## src/rtl/instruction_fetch_unit_pkg.sv

```systemverilog
// Shared types and constants for the instruction fetch unit.
package instruction_fetch_unit_pkg;

    typedef enum logic [1:0] {
        S_IDLE,
        S_WAIT,
        S_DROP
    } fetch_state_e;

    localparam logic [31:0] RESET_PC_DEF = 32'h0040_0000;
    localparam int unsigned PC_INCR      = 4;

endpackage

```

## src/rtl/instruction_fetch_unit_if.sv

```systemverilog
// Memory, redirect and decode-side signals of the fetch unit.
interface instruction_fetch_unit_if #(
    parameter int unsigned N = 32
);
    logic         imem_req;
    logic [N-1:0] imem_addr;
    logic         imem_ack;
    logic [N-1:0] imem_rdata;
    logic         redirect_valid;
    logic [N-1:0] redirect_pc;
    logic         inst_valid;
    logic [N-1:0] inst_data;
    logic [N-1:0] inst_pc;
    logic         inst_ready;

    modport master (
        output imem_req, imem_addr, inst_valid, inst_data, inst_pc,
        input  imem_ack, imem_rdata, redirect_valid, redirect_pc,
        input  inst_ready
    );

    modport slave (
        input  imem_req, imem_addr, inst_valid, inst_data, inst_pc,
        output imem_ack, imem_rdata, redirect_valid, redirect_pc,
        output inst_ready
    );
endinterface

```

## src/rtl/instruction_fetch_unit_fetch_fifo.sv

```systemverilog
// Small sync FIFO of {pc, instr} with flush and a registered head.
module instruction_fetch_unit_fetch_fifo #(
    parameter int unsigned W     = 64,
    parameter int unsigned DEPTH = 4,
    localparam int unsigned AW   = $clog2(DEPTH),
    localparam int unsigned CW   = AW + 1
) (
    input  logic          clk_i,
    input  logic          rst_ni,
    input  logic          push_i,
    input  logic          pop_i,
    input  logic          flush_i,
    input  logic [W-1:0]  din_i,
    output logic [CW-1:0] count_o,
    output logic          valid_o,
    output logic [W-1:0]  head_o
);
    logic [W-1:0]  mem_q [DEPTH];
    logic [AW-1:0] rd_q, rd_d, wr_q, wr_d;
    logic [CW-1:0] cnt_q, cnt_d;
    logic [W-1:0]  head_q, head_d;
    logic          valid_q, valid_d;
    logic          do_push, do_pop;

    always_comb begin
        do_push = push_i && !flush_i;
        do_pop  = pop_i && (cnt_q != '0) && !flush_i;
        rd_d    = flush_i ? '0 : rd_q + AW'(do_pop);
        wr_d    = flush_i ? '0 : wr_q + AW'(do_push);
        cnt_d   = flush_i ? '0 : cnt_q + CW'(do_push) - CW'(do_pop);
        valid_d = (cnt_d != '0);
        // Head bypasses the array when the new head is written this cycle.
        head_d  = (do_push && (wr_q == rd_d)) ? din_i : mem_q[rd_d];
    end

    always_ff @(posedge clk_i) begin
        if (do_push) mem_q[wr_q] <= din_i;
    end

    always_ff @(posedge clk_i or negedge rst_ni) begin
        if (!rst_ni) begin
            rd_q    <= '0;
            wr_q    <= '0;
            cnt_q   <= '0;
            valid_q <= 1'b0;
            head_q  <= '0;
        end else begin
            rd_q    <= rd_d;
            wr_q    <= wr_d;
            cnt_q   <= cnt_d;
            valid_q <= valid_d;
            head_q  <= head_d;
        end
    end

    assign count_o = cnt_q;
    assign valid_o = valid_q;
    assign head_o  = head_q;
endmodule

```

## src/rtl/instruction_fetch_unit.sv

```systemverilog
// Fetch front end: owns the PC, sequences single-outstanding
// imem reads and buffers instructions toward decode.
module instruction_fetch_unit
    import instruction_fetch_unit_pkg::*;
#(
    parameter int unsigned  N        = 32,
    parameter logic [N-1:0] RESET_PC = N'(RESET_PC_DEF),
    parameter int unsigned  DEPTH    = 4
) (
    input logic                      clk,
    input logic                      reset,
    instruction_fetch_unit_if.master bus
);
    localparam int unsigned CW = $clog2(DEPTH) + 1;

    fetch_state_e   state_q;
    logic [N-1:0]   fetch_pc_q;
    logic [N-1:0]   addr_q;
    logic           req_q;

    logic [CW-1:0]  count;
    logic           fifo_valid;
    logic [2*N-1:0] head;
    logic           push, pop, full;
    logic [N-1:0]   redir_pc;

    assign redir_pc = {bus.redirect_pc[N-1:2], 2'b00};
    assign full     = (count == CW'(DEPTH));
    assign push     = (state_q == S_WAIT) && bus.imem_ack
                   && !bus.redirect_valid;
    assign pop      = fifo_valid && bus.inst_ready;

    instruction_fetch_unit_fetch_fifo #(
        .W     (2 * N),
        .DEPTH (DEPTH)
    ) u_fifo (
        .clk_i   (clk),
        .rst_ni  (reset),
        .push_i  (push),
        .pop_i   (pop),
        .flush_i (bus.redirect_valid),
        .din_i   ({fetch_pc_q, bus.imem_rdata}),
        .count_o (count),
        .valid_o (fifo_valid),
        .head_o  (head)
    );

    always_ff @(posedge clk or negedge reset) begin
        if (!reset) begin
            state_q    <= S_IDLE;
            fetch_pc_q <= RESET_PC;
            addr_q     <= RESET_PC;
            req_q      <= 1'b0;
        end else begin
            unique case (state_q)
                S_IDLE: begin
                    if (bus.redirect_valid) begin
                        fetch_pc_q <= redir_pc;
                    end else if (!full) begin
                        req_q   <= 1'b1;
                        addr_q  <= fetch_pc_q;
                        state_q <= S_WAIT;
                    end
                end
                S_WAIT: begin
                    if (bus.redirect_valid) begin
                        fetch_pc_q <= redir_pc;
                        if (bus.imem_ack) begin
                            req_q   <= 1'b0;
                            state_q <= S_IDLE;
                        end else begin
                            state_q <= S_DROP;
                        end
                    end else if (bus.imem_ack) begin
                        fetch_pc_q <= fetch_pc_q + N'(PC_INCR);
                        req_q      <= 1'b0;
                        state_q    <= S_IDLE;
                    end
                end
                S_DROP: begin
                    // Stale request stays up until memory answers it.
                    if (bus.redirect_valid) fetch_pc_q <= redir_pc;
                    if (bus.imem_ack) begin
                        req_q   <= 1'b0;
                        state_q <= S_IDLE;
                    end
                end
                default: state_q <= S_IDLE;
            endcase
        end
    end

    assign bus.imem_req   = req_q;
    assign bus.imem_addr  = addr_q;
    assign bus.inst_valid = fifo_valid;
    assign bus.inst_pc    = head[2*N-1:N];
    assign bus.inst_data  = head[N-1:0];
endmodule
```

## src/flat_wrapper.sv

```systemverilog
// flat-port wrapper written by rule: the top's interface ports become plain ports
module instruction_fetch_unit_flat import instruction_fetch_unit_pkg::*;
#(
    parameter int unsigned  N        = 32,
    parameter logic [N-1:0] RESET_PC = N'(RESET_PC_DEF),
    parameter int unsigned  DEPTH    = 4
)
  (clk, reset, bus_imem_req, bus_imem_addr, bus_inst_valid, bus_inst_data, bus_inst_pc, bus_imem_ack, bus_imem_rdata, bus_redirect_valid, bus_redirect_pc, bus_inst_ready);
  instruction_fetch_unit_if #(.N(N)) bus_i ();
  input logic clk;
  input logic reset;
  output wire logic [$bits(bus_i.imem_req)-1:0] bus_imem_req;
  output wire logic [$bits(bus_i.imem_addr)-1:0] bus_imem_addr;
  output wire logic [$bits(bus_i.inst_valid)-1:0] bus_inst_valid;
  output wire logic [$bits(bus_i.inst_data)-1:0] bus_inst_data;
  output wire logic [$bits(bus_i.inst_pc)-1:0] bus_inst_pc;
  input wire logic [$bits(bus_i.imem_ack)-1:0] bus_imem_ack;
  input wire logic [$bits(bus_i.imem_rdata)-1:0] bus_imem_rdata;
  input wire logic [$bits(bus_i.redirect_valid)-1:0] bus_redirect_valid;
  input wire logic [$bits(bus_i.redirect_pc)-1:0] bus_redirect_pc;
  input wire logic [$bits(bus_i.inst_ready)-1:0] bus_inst_ready;
  assign bus_imem_req = bus_i.imem_req;
  assign bus_imem_addr = bus_i.imem_addr;
  assign bus_inst_valid = bus_i.inst_valid;
  assign bus_inst_data = bus_i.inst_data;
  assign bus_inst_pc = bus_i.inst_pc;
  assign bus_i.imem_ack = bus_imem_ack;
  assign bus_i.imem_rdata = bus_imem_rdata;
  assign bus_i.redirect_valid = bus_redirect_valid;
  assign bus_i.redirect_pc = bus_redirect_pc;
  assign bus_i.inst_ready = bus_inst_ready;
  instruction_fetch_unit #(.N(N), .RESET_PC(RESET_PC), .DEPTH(DEPTH)) u_core (.clk(clk), .reset(reset), .bus(bus_i));
endmodule
```

## config.mk

```make
export PLATFORM = sky130hd
export DESIGN_NAME = instruction_fetch_unit_flat
export DESIGN_NICKNAME = d
export VERILOG_FILES = /design/src/rtl/instruction_fetch_unit_pkg.sv /design/src/rtl/instruction_fetch_unit_if.sv /design/src/rtl/instruction_fetch_unit_fetch_fifo.sv /design/src/rtl/instruction_fetch_unit.sv /design/src/flat_wrapper.sv
export SDC_FILE = /design/constraint.sdc
export NUM_CORES = 1
export LEC_CHECK = 0
export BUFFER_PORTS_ARGS = -buffer_cell sky130_fd_sc_hd__buf_4
export CELL_PAD_IN_SITES_DETAIL_PLACEMENT = 0
export CELL_PAD_IN_SITES_GLOBAL_PLACEMENT = 1
export CORE_MARGIN = 3
export CORE_UTILIZATION = 45
export CTS_CLUSTER_SIZE = 40
export DETAILED_ROUTE_END_ITERATION = 12
export PLACE_DENSITY_LB_ADDON = 0.3
export SYNTH_ARGS = -nofsm -noshare
export SYNTH_HDL_FRONTEND = slang
export SYNTH_SLANG_ARGS = --single-unit
```

## constraint.sdc

```tcl
create_clock -name clk -period 6.3 [get_ports clk]
set_input_delay 0.63 -clock clk [delete_from_list [all_inputs] [get_ports clk]]
set_output_delay 0.63 -clock clk [all_outputs]
set_load 0.01 [all_outputs]
```

==> results of run 1 <==
==> worst max-delay path by stage <==
stage,from,end,slack (ns),cells past startpoint
floorplan,bus_redirect_valid,u_core.u_fifo.mem_q[1][0],0.14,4
global placement,bus_redirect_valid,u_core.u_fifo.head_o[52],2.45,8
detailed placement,bus_redirect_valid,u_core.u_fifo.head_o[60],2.39,8
CTS,u_core.u_fifo.count_o[1],u_core.u_fifo.head_o[60],2.73,8
global route,u_core.u_fifo.count_o[1],u_core.u_fifo.head_o[60],2.51,8
finish,u_core.u_fifo.count_o[1],u_core.u_fifo.head_o[60],2.85,8
==> metrics by stage <==
step,instance area [µm²],util (%),hold WS (ns),total power [mW],setup WS [ns]
finish,18000,55.3,0.0919,7.25,2.85
floorplan,15000,-,0.334,4.21,0.144
detailed placement,16700,51.1,0.498,4.88,2.39
CTS,18000,55.3,0.118,7.33,2.73
global route,18000,55.3,0.139,7.61,2.51
global placement,16700,51.1,0.491,4.85,2.45
==> logic make-up (layout without fill, tap and decap cells) <==
| family | Yosys count | in the layout | synth area share [%] |
|---|---|---|---|
| AOI/OAI and AO/OA | 100 | 100 | 3.98 |
| xor gates and xnor gates | 6 | 6 | 0.352 |
| adders and majority gates | 11 | 11 | 0.971 |
| buffers and inverters | 54 | 258 | 1.62 |
| DFF | 381 | 381 | 72.1 |
| muxes | 157 | 157 | 16.5 |
| other | 1 | 4 | 0.0251 |
| and+or+nand+nor | 130 | 130 | 4.44 |
==> placed cells by master (no fill, tap or decap), types with 3 or more instances in the layout <==
cell       count
dfrtp_1      131
o21ai_0       27
xnor2_1        5
nor2b_1        4
a21o_1         3
ha_1          10
mux4_2        62
mux2_2        75
mux2_1        17
nor2_1        25
clkinv_1       5
bufinv_16      5
or3_1          6
mux2i_1        3
nor3_1        10
clkbuf_16     41
buf_4        172
nand3_1       14
nand4_1        8
conb_1         4
or2_2          3
clkinv_2       8
and4_1         4
clkbuf_8       5
edfxtp_1     248
inv_1         10
a21oi_1       43
clkbuf_1       6
nand2_1       31
and3_1         3
nor4_1         3
a31oi_1        3
o22ai_1        9
==> power by group <==
part           total, mW  switching, mW  internal, mW
combinational       1.30          0.657         0.645
sequential          3.52          0.395          3.13
clock               2.43          0.959          1.47
==> critical path, delay by kind of cell (launching register included) <==
kind,cells,cell delay [ns]
simple gates,3,0.44
mux,2,0.91
buf+inv,2,1.26
fa+ha+maj,1,0.29
flops,1,0.42
==> area by class of cell <==
cell class                 instances  area [µm²]
clock buffer                      52        1120
timing repair buffer             173        1300
multi-input combinational        408        3990
inverter                          10        37.5
clock inverter                    23         262
fill                            2603       14600
sequential                       381       10800
tap                              442         553
==> routing by layer <==
metal / vias to the layer above / GRT usage (%)
li1: 3632 / -
met1: 4219 / 26.1
met2: 228 / 29.5
met3: 48 / 3.26
met4: 0 / 5.11
met5: - / 0
==> registers in the layout (all words and copies together), names as in the netlist <==
register	flops
u_core.bus.imem_addr	30
u_core.bus.imem_req	1
u_core.fetch_pc_q	30
u_core.state_q	2
u_core.u_fifo.count_o	3
u_core.u_fifo.head_o	62
u_core.u_fifo.mem_q	248
u_core.u_fifo.rd_q	2
u_core.u_fifo.valid_o	1
u_core.u_fifo.wr_q	2
==> metrics.md, run 1 <==
| Metric | Value |
|---|---|
| Status | `finished, final reports clean` |
| Core ar. | `between 30000 and 40000 µm²` |
| Synth unique cells | `52` |
| All-Layer GR Usage | `roughly 18%` |
| Critical R2R Capture | `u_core.u_fifo.head_o[60]` |
| CTS tree | `built` |
| Postcts setup bufs | `0` |
| Ports | `167` |
| RSZ-0062 raised after global routing | `no` |
| Initial antenna violation count | `0` |
| Clock root cell | `clkbuf_16` |
| CTS Buf Count | `41` |
| Residual DRC | `0` |
| Vias | `8127` |
| CP max FO | `32` |
| Worst R2R Setup Slack | `~2.9 ns` |
| Max IR drop VDD | `0.222 mV` |
| WL/cell | `21.6 µm` |
| Clk_lat worst skew | `around 0.54 ns` |
| Crit share post-route | `between 50% and 60%` |
| Hold Buf Count CTS | `0` |
| Gpl congestion | `0.784` |
| Worst r2r src | `u_core.u_fifo.count_o[1]` |
| Final hold violations | `0` |
| Cell area after synthesis | `14900 µm²` |
| Post-layout min period | `approximately 3.4 ns` |
| Area Overhead vs Synth | `20.7%` |
| Pwr/cell area | `between 400 and 500 nW/µm²` |
| Leakage power | `6.54 nW` |
| Routed wl met2 | `15300 µm` |
| First-pass GRT wire length | `50100 µm` |
| FF-to-FF path depth | `8` |
| Most frequent cell after synthesis | `edfxtp_1` |
| Slew @ Worst Pin | `1.11 ns` |
| Commonest cells post-synth | `edfxtp_1 (248), dfrtp_1 (131), mux2_2 (75), mux4_2 (62), a21oi_1 (43)` |
| Number of max-cap violations | `0` |
| Clock skew | `0.0202 ns` |
| Sequential-to-total area share from yosys stat | `72.1%` |
| Avg Cell Area, Syn | `17.8 µm²` |
| Pins Over Slew Limit | `0` |
| DR top layer | `met4` |
| CP Data Required Time | `6.71 ns` |
| Post-DP HPWL | `between 15000 and 20000 µm` |
| Synth warnings | `0` |
| Die H | `188 µm` |
| First-pass iteration count of the detailed router | `4` |
| Wl on met1 | `14400 µm` |
| FFs w/ async S/R, synth | `34.9%` |
| Post-DRT Antenna Nets | `0` |
| Top post-synthesis cells by area | `edfxtp_1 (50%), dfrtp_1 (22%), mux4_2 (9.3%)` |
| Data arrival, critical path | `3.86 ns` |
| Critical setup path kind | `flop to flop` |
| HP Class | `primary input to async pin` |
| Vias in the first global route | `8445` |
| Worst-path cell chain | `nor3_1, nor3_1, ha_1, nor2b_4, buf_4, buf_4, mux4_2, mux2_1` |
| Final setup fails | `0` |
| CTS resizes | `0` |
| Crit. End Element | `flop` |
| Largest net degree at the start of global routing | `69` |
| Overall die width | `188 µm` |
| Maximum clock frequency | `roughly 290 MHz` |
| #FFs+latches synth | `between 300 and 400` |
| CTS Sinks | `381` |
| Dpl cells | `1414` |
| Post-Syn Instances | `840` |
| ANT cells | `0` |
| Port buffer count | `160` |
| Worst setup SP type | `flop` |
| Starting DRC count in detailed routing | `519` |
| Synth area leader | `edfxtp_1` |
| Critical Path Max Stage Delay | `0.69 ns` |
| Total grt overflow | `0` |
| # rows | `between 60 and 70` |
| Worst-path clk slew | `roughly 0.06 ns` |
| Slew headroom | `25.8%` |
| Max clock buf depth | `3` |
| H-tree level count | `2` |
| Slowest CP cell | `buf_4` |
| Dominant synthesized flop cell | `edfxtp_1` |
| Layout cells sized above 1 | `37.7%` |
| Final wirelength | `32100 µm` |
| Initial Util | `45.8%` |
| Fin Setup TNS | `0 ns` |
| Fin cells | `roughly 1500` |
| Die Footprint | `35400 µm²` |
| Nets | `1095` |
| Vias/cell | `5.46` |
| Yosys top cell area share | `49.8%` |
| DR WL met3 | `around 1700 µm` |
| Post-synth EDFFs | `between 200 and 250` |
Note: power is estimated with default switching activity, not from simulation.
==> inputs of run 2 (changes only) <==
Settings changed: CORE_UTILIZATION 45 to 50.
Clock period 6.3 ns to 3.3 ns, I/O delays scaled along.
==> run 2 against run 1 <==
Net effect:
- cell count decreased by 2.8%
- sequential share of layout area shrank 0.37 points
- largest power group unchanged
- combinational power rose by 95%
- largest cell class unchanged
- utilization increased by 7.1 points
- critical endpoint is now u_core.u_fifo.valid_o
- global-route usage grew 1.7 points
- die area decreased by 9.7%
==> metrics.md, run 2 (synthesis results as in run 1) <==
| Metric | Value |
|---|---|
| Initial antenna violation count | `0` |
| Slowest CP cell | `dfrtp_1` |
| Maximum clock frequency | `371 MHz` |
| RSZ-0062 raised after global routing | `no` |
| Worst-path cell chain | `inv_1, ha_1, nor2b_1, nand2_1, ha_1, inv_1, ha_1, inv_1, fa_1, xnor2_1, nor2_1, or3_1` |
| WL/cell | `between 20 and 25 µm` |
| Worst r2r src | `u_core.state_q[1]` |
| Post-DP HPWL | `18500 µm` |
| Crit. End Element | `flop` |
| Commonest non-fill, non-tap cell in the layout | `edfxtp_1` |
| Leakage power | `roughly 6.6 nW` |
| Vias in the first global route | `8505` |
| Clock skew | `between 0.02 and 0.025 ns` |
| Min Hold Slack | `0.0211 ns` |
| Filler cell count | `2125` |
| Worst-path clk slew | `0.06 ns` |
| Critical setup path kind | `flop to flop` |
| Largest net degree at the start of global routing | `81` |
| Slew headroom | `55.6%` |
| Slew @ Worst Pin | `0.666 ns` |
| Register name with the most flops | `u_core.u_fifo.mem_q` |
| CTS tree | `built` |
| CTS Buf Count | `40` |
| CTS resizes | `0` |
| Status | `finished, final reports clean` |
| Worst setup SP type | `flop` |
| CTS Sinks | `roughly 380` |
| Max FFs per register | `248` |
| ANT cells | `0` |
| CP Data Required Time | `about 3.7 ns` |
| Critical Path Max Stage Delay | `0.43 ns` |
| Core ar. | `about 29000 µm²` |
| Pins Over Slew Limit | `0` |
| Data arrival, critical path | `3.09 ns` |
| Area Overhead vs Synth | `21.5%` |
| HP Class | `primary input to flop` |
| Post-route design area | `18200 µm²` |
| FF-to-FF path depth | `12` |
| Pwr/cell area | `752 nW/µm²` |
| Starting DRC count in detailed routing | `roughly 550` |
| Max clock buf depth | `3` |
| First-pass iteration count of the detailed router | `4` |
| Post-DRT Antenna Nets | `0` |
| CP startpoint | `u_core.state_q[1]` |
| Final setup fails | `0` |
| Layout Utilization | `62.4%` |
| Overall die width | `between 150 and 200 µm` |
| Vias | `8151` |
| Post-layout min period | `2.69 ns` |
| H-tree level count | `2` |
| Fin cells | `~1400` |
| Residual DRC | `0` |
| Max IR drop VDD | `between 0.5 and 0.6 mV` |
| Port buffer count | `between 150 and 200` |
| Clk_lat worst skew | `roughly 0.52 ns` |
| Layout cells sized above 1 | `around 37%` |
| Fin Setup TNS | `0 ns` |
| # rows | `62` |
| Placed cell areas | `16700 µm²` |
| CP max FO | `5` |
| Vias/cell | `5.63` |
| Final wirelength | `between 30000 and 40000 µm` |
| Clock root cell | `clkbuf_16` |
| Die H | `179 µm` |
| Final hold violations | `0` |
| Ports | `167` |
| Number of max-cap violations | `0` |
| First-pass GRT wire length | `48900 µm` |
| Gpl congestion | `0.813` |
| Nets | `1112` |
| Worst hold start | `bus_imem_rdata[22]` |
| Dpl cells | `1363` |
| WHS Path Cells | `1` |
| Crit share post-route | `81.6%` |
| Most frequent cells in the layout | `edfxtp_1 (248), buf_4 (172), dfrtp_1 (131), mux2_2 (75), mux4_2 (62)` |
| All-Layer GR Usage | `20.0%` |
| Total grt overflow | `0` |
| Die Footprint | `32000 µm²` |
| Initial Util | `between 50% and 60%` |
-- run 2: cell types whose count changed in the layout (fill, tap and decap cells not counted), sizes merged --
| cell | before | now |
|---|---|---|
| inv | 13 | 10 |
| buf | 173 | 180 |
| bufinv | 5 | 3 |
| clkinv | 13 | 16 |
| clkbuf | 52 | 53 |
| dlygate4sd3 | 0 | 11 |
-- run 2: path summary, 6_finish.rpt --
check / endpoint / slack (ns)
worst min register to register: u_core.bus.imem_addr[6] / 0.51
max in group asynchronous: u_core.fetch_pc_q[22] / 2.04
worst max register to register: u_core.u_fifo.valid_o / 0.61
min in group asynchronous: u_core.u_fifo.head_o[5] / 0.33
worst max-delay path: u_core.u_fifo.valid_o / 0.61
worst min-delay path: u_core.u_fifo.mem_q[1][22] / 0.02
-- run 2: timing repair --
action	in CTS	in global routing
hold endpoints to repair	88	0
buffers inserted	0	0
hold buffers	11	0
-- run 2: final cells by class --
| class | count | area (µm²) | share of cell area [%] |
|---|---|---|---|
| repair buffers | 191 | 1550 | 8.55 |
| clock inverters | 21 | 189 | 1.04 |
| clock buffers | 53 | 1110 | 6.13 |
| inverters | 10 | 37.5 | 0.207 |
| flip-flops and latches | 381 | 10800 | 59.4 |
| multi-input cells | 408 | 4000 | 22.0 |
| well taps | 384 | 480 | 2.65 |
-- run 2: routing by layer --
layer	vias up	GRT usage, %	share of wire (%)
met5	-	0	0
met4	0	4.64	1.5
met3	38	3.81	5.9
met2	230	31.8	48
met1	4214	29.2	44
li1	3669	-	-
-- run 2: stage by stage --
stage                     setup slack (ns)  total power [mW]
after floorplan                     0.0811              8.04
after global placement               0.622              9.29
after detailed placement             0.614              9.35
after CTS                            0.594              13.8
after global routing                 0.300              14.3
final                                0.607              13.6
-- run 2: worst max-delay path, delay by kind of cell (launching register included) --
kind / cells / cell delay, ns
adder cells (fa/ha/maj): 4 / 1.02
buffers and inverters: 3 / 0.20
XOR/XNOR: 1 / 0.17
AND/OR/NAND/NOR: 4 / 0.76
flip-flops: 1 / 0.43
-- run 2: report_power, final --
part,internal [mW],switching [mW],leakage [nW]
sequential,5.97,0.751,3.78
clock,2.61,1.79,0.637
combinational,1.28,1.25,2.19
total,9.86,3.79,6.61
==> inputs of run 3 (changes only) <==
Clock period 3.3 ns to 2.8 ns, I/O delays scaled along.
==> run 3 against run 2 <==
Net effect:
- fmax rose by 5.1%
- worst hold slack improved by 0.0094 ns
- clock power grew 27%
==> metrics.md, run 3 (synthesis results as in run 1) <==
| Metric | Value |
|---|---|
| Status | `finished, final reports clean` |
| Most frequent cells in the layout | `edfxtp_1 (248), buf_4 (179), dfrtp_1 (131), mux2_2 (75), mux4_2 (62)` |
| Post-DRT Antenna Nets | `0` |
| Clock skew | `0.0146 ns` |
| # rows | `62` |
| Data arrival, critical path | `2.96 ns` |
| All-Layer GR Usage | `20.4%` |
| RSZ-0062 raised after global routing | `no` |
| Vias/cell | `5.59` |
| Commonest non-fill, non-tap cell in the layout | `edfxtp_1` |
| CTS tree | `built` |
| Starting DRC count in detailed routing | `571` |
| Min Hold Slack | `about 0.03 ns` |
| HP Class | `primary input to flop` |
| Worst setup SP type | `flop` |
| Critical setup path kind | `flop to flop` |
| Max clock buf depth | `3` |
| Final hold violations | `0` |
| Crit share post-route | `91.5%` |
| Total grt overflow | `0` |
| Vias in the first global route | `between 8000 and 9000` |
| Port buffer count | `160` |
| Number of max-cap violations | `0` |
| Worst slack at placement | `0.217 ns` |
| Overall die width | `179 µm` |
| WL/cell | `between 20 and 25 µm` |
| CTS Buf Count | `40` |
| Most used cell along the critical path | `inv_1` |
| Die H | `~180 µm` |
| Slew @ Worst Pin | `0.669 ns` |
| Pwr/cell area | `887 nW/µm²` |
| Die Footprint | `32000 µm²` |
| Largest net degree at the start of global routing | `63` |
| Max IR drop VDD | `0.587 mV` |
| Setup WS post-layout | `0.237 ns` |
| Initial Util | `approximately half` |
| Nets | `1148` |
| Post-layout min period | `2.56 ns` |
| Vias | `8293` |
| CP Data Required Time | `3.19 ns` |
| CP max FO | `5` |
| Layout Utilization | `64.3%` |
| Worst-path clk slew | `~0.06 ns` |
| ANT cells | `0` |
| Core ar. | `just under 30000 µm²` |
| Leakage power | `6.84 nW` |
| Gpl congestion | `about 0.82` |
| Worst-path cell chain | `inv_1, ha_2, nor2b_4, nand2_4, ha_1, inv_1, ha_1, inv_1, fa_1, xnor2_1, nor2_1, or3_1` |
| First-pass GRT wire length | `49600 µm` |
| Maximum clock frequency | `390 MHz` |
| Placed cell areas | `approximately 17000 µm²` |
| Slew headroom | `55.4%` |
| Final wirelength | `31500 µm` |
| CTS Sinks | `381` |
| Final setup fails | `0` |
| Pins Over Slew Limit | `0` |
| Ports | `around 170` |
| Critical Path Max Stage Delay | `0.42 ns` |
| Crit. End Element | `flop` |
| Initial antenna violation count | `0` |
| Area Overhead vs Synth | `25.1%` |
| Register name with the most flops | `u_core.u_fifo.mem_q` |
| Max FFs per register | `248` |
| Post-DP HPWL | `19300 µm` |
| H-tree level count | `2` |
| First-pass iteration count of the detailed router | `5` |
| Residual DRC | `0` |
| Slowest CP cell | `dfrtp_1` |
| Clk_lat worst skew | `0.52 ns` |
| Post-route design area | `18700 µm²` |
| Clock root cell | `clkbuf_16` |
| Layout cells sized above 1 | `37.8%` |
-- run 3: cell count changes in the layout (fill, tap and decap cells not counted), moves of 3 or more --
cell	change
dlygate4sd3_1	+23
buf_12	+6
clkbuf_8	+5
clkinv_1	-3
bufinv_16	+3
clkinv_2	-5
buf_4	+7
-- run 3: per-layer routing --
metal | part of all wire, % | track usage [%] | routed length, µm
met3 | 5.1 | 3.66 | 1600
met5 | 0 | 0 | 0
met2 | 49 | 32.8 | 15400
met1 | 44 | 29.2 | 14000
met4 | 1.5 | 5.10 | 471
-- run 3: layout make-up --
type / instances / area (µm²)
multi-input cells: 408 / 4020
repair buffers: 227 / 1960
inverters: 10 / 37.5
well taps: 384 / 480
clock buffers: 57 / 1180
clock inverters: 17 / 250
fillers: 2014 / 10400
flip-flops and latches: 381 / 10800
-- run 3: where the power goes --
| group | total, mW | leakage, nW | internal [mW] | switching (mW) |
|---|---|---|---|---|
| clock network | 5.58 | 0.690 | 3.49 | 2.09 |
| logic | 3.19 | 2.37 | 1.60 | 1.59 |
| registers | 7.82 | 3.78 | 7.03 | 0.792 |
-- run 3: final timing paths --
kind | slack (ns) | cells after the start | endpoint | from
setup / recovery | 0.24 | 12 | u_core.u_fifo.valid_o | u_core.state_q[1]
hold / removal | 0.03 | 3 | u_core.fetch_pc_q[31] | bus_redirect_pc[31]
setup reg to reg | 0.24 | 12 | u_core.u_fifo.valid_o | u_core.state_q[1]
hold reg to reg | 0.51 | 1 | u_core.bus.imem_addr[19] | u_core.bus.imem_addr[19]
max in group asynchronous | 1.68 | 3 | u_core.fetch_pc_q[22] | reset
min in group asynchronous | 0.34 | 2 | u_core.u_fifo.head_o[10] | reset
-- run 3: metrics by stage --
| step | instances | total power [mW] | setup TNS [ns] |
|---|---|---|---|
| 2_1_floorplan | 843 | 9.48 | -11.00 |
| 3_3_place_gp | 1376 | 11.0 | 0 |
| 3_5_place_dp | 1376 | 11.1 | 0 |
| 4_1_cts | 1484 | 16.8 | 0 |
| 5_1_grt | 1484 | 17.4 | 0 |
| 6_report | 1484 | 16.6 | 0 |
-- run 3: what timing repair did --
| action | CTS | global route |
|---|---|---|
| buffers inserted | 0 | 0 |
| hold buffers | 34 | 0 |
| hold endpoints to repair | 188 | 0 |
| gates resized for setup | 0 | 0 |
-- run 3: critical path, delay by kind of cell (launching register included) --
family / cells / cell delay [ns]
xor+xnor: 1 / 0.17
flops: 1 / 0.42
simple gates: 4 / 0.65
fa+ha+maj: 4 / 0.98
buf+inv: 3 / 0.22
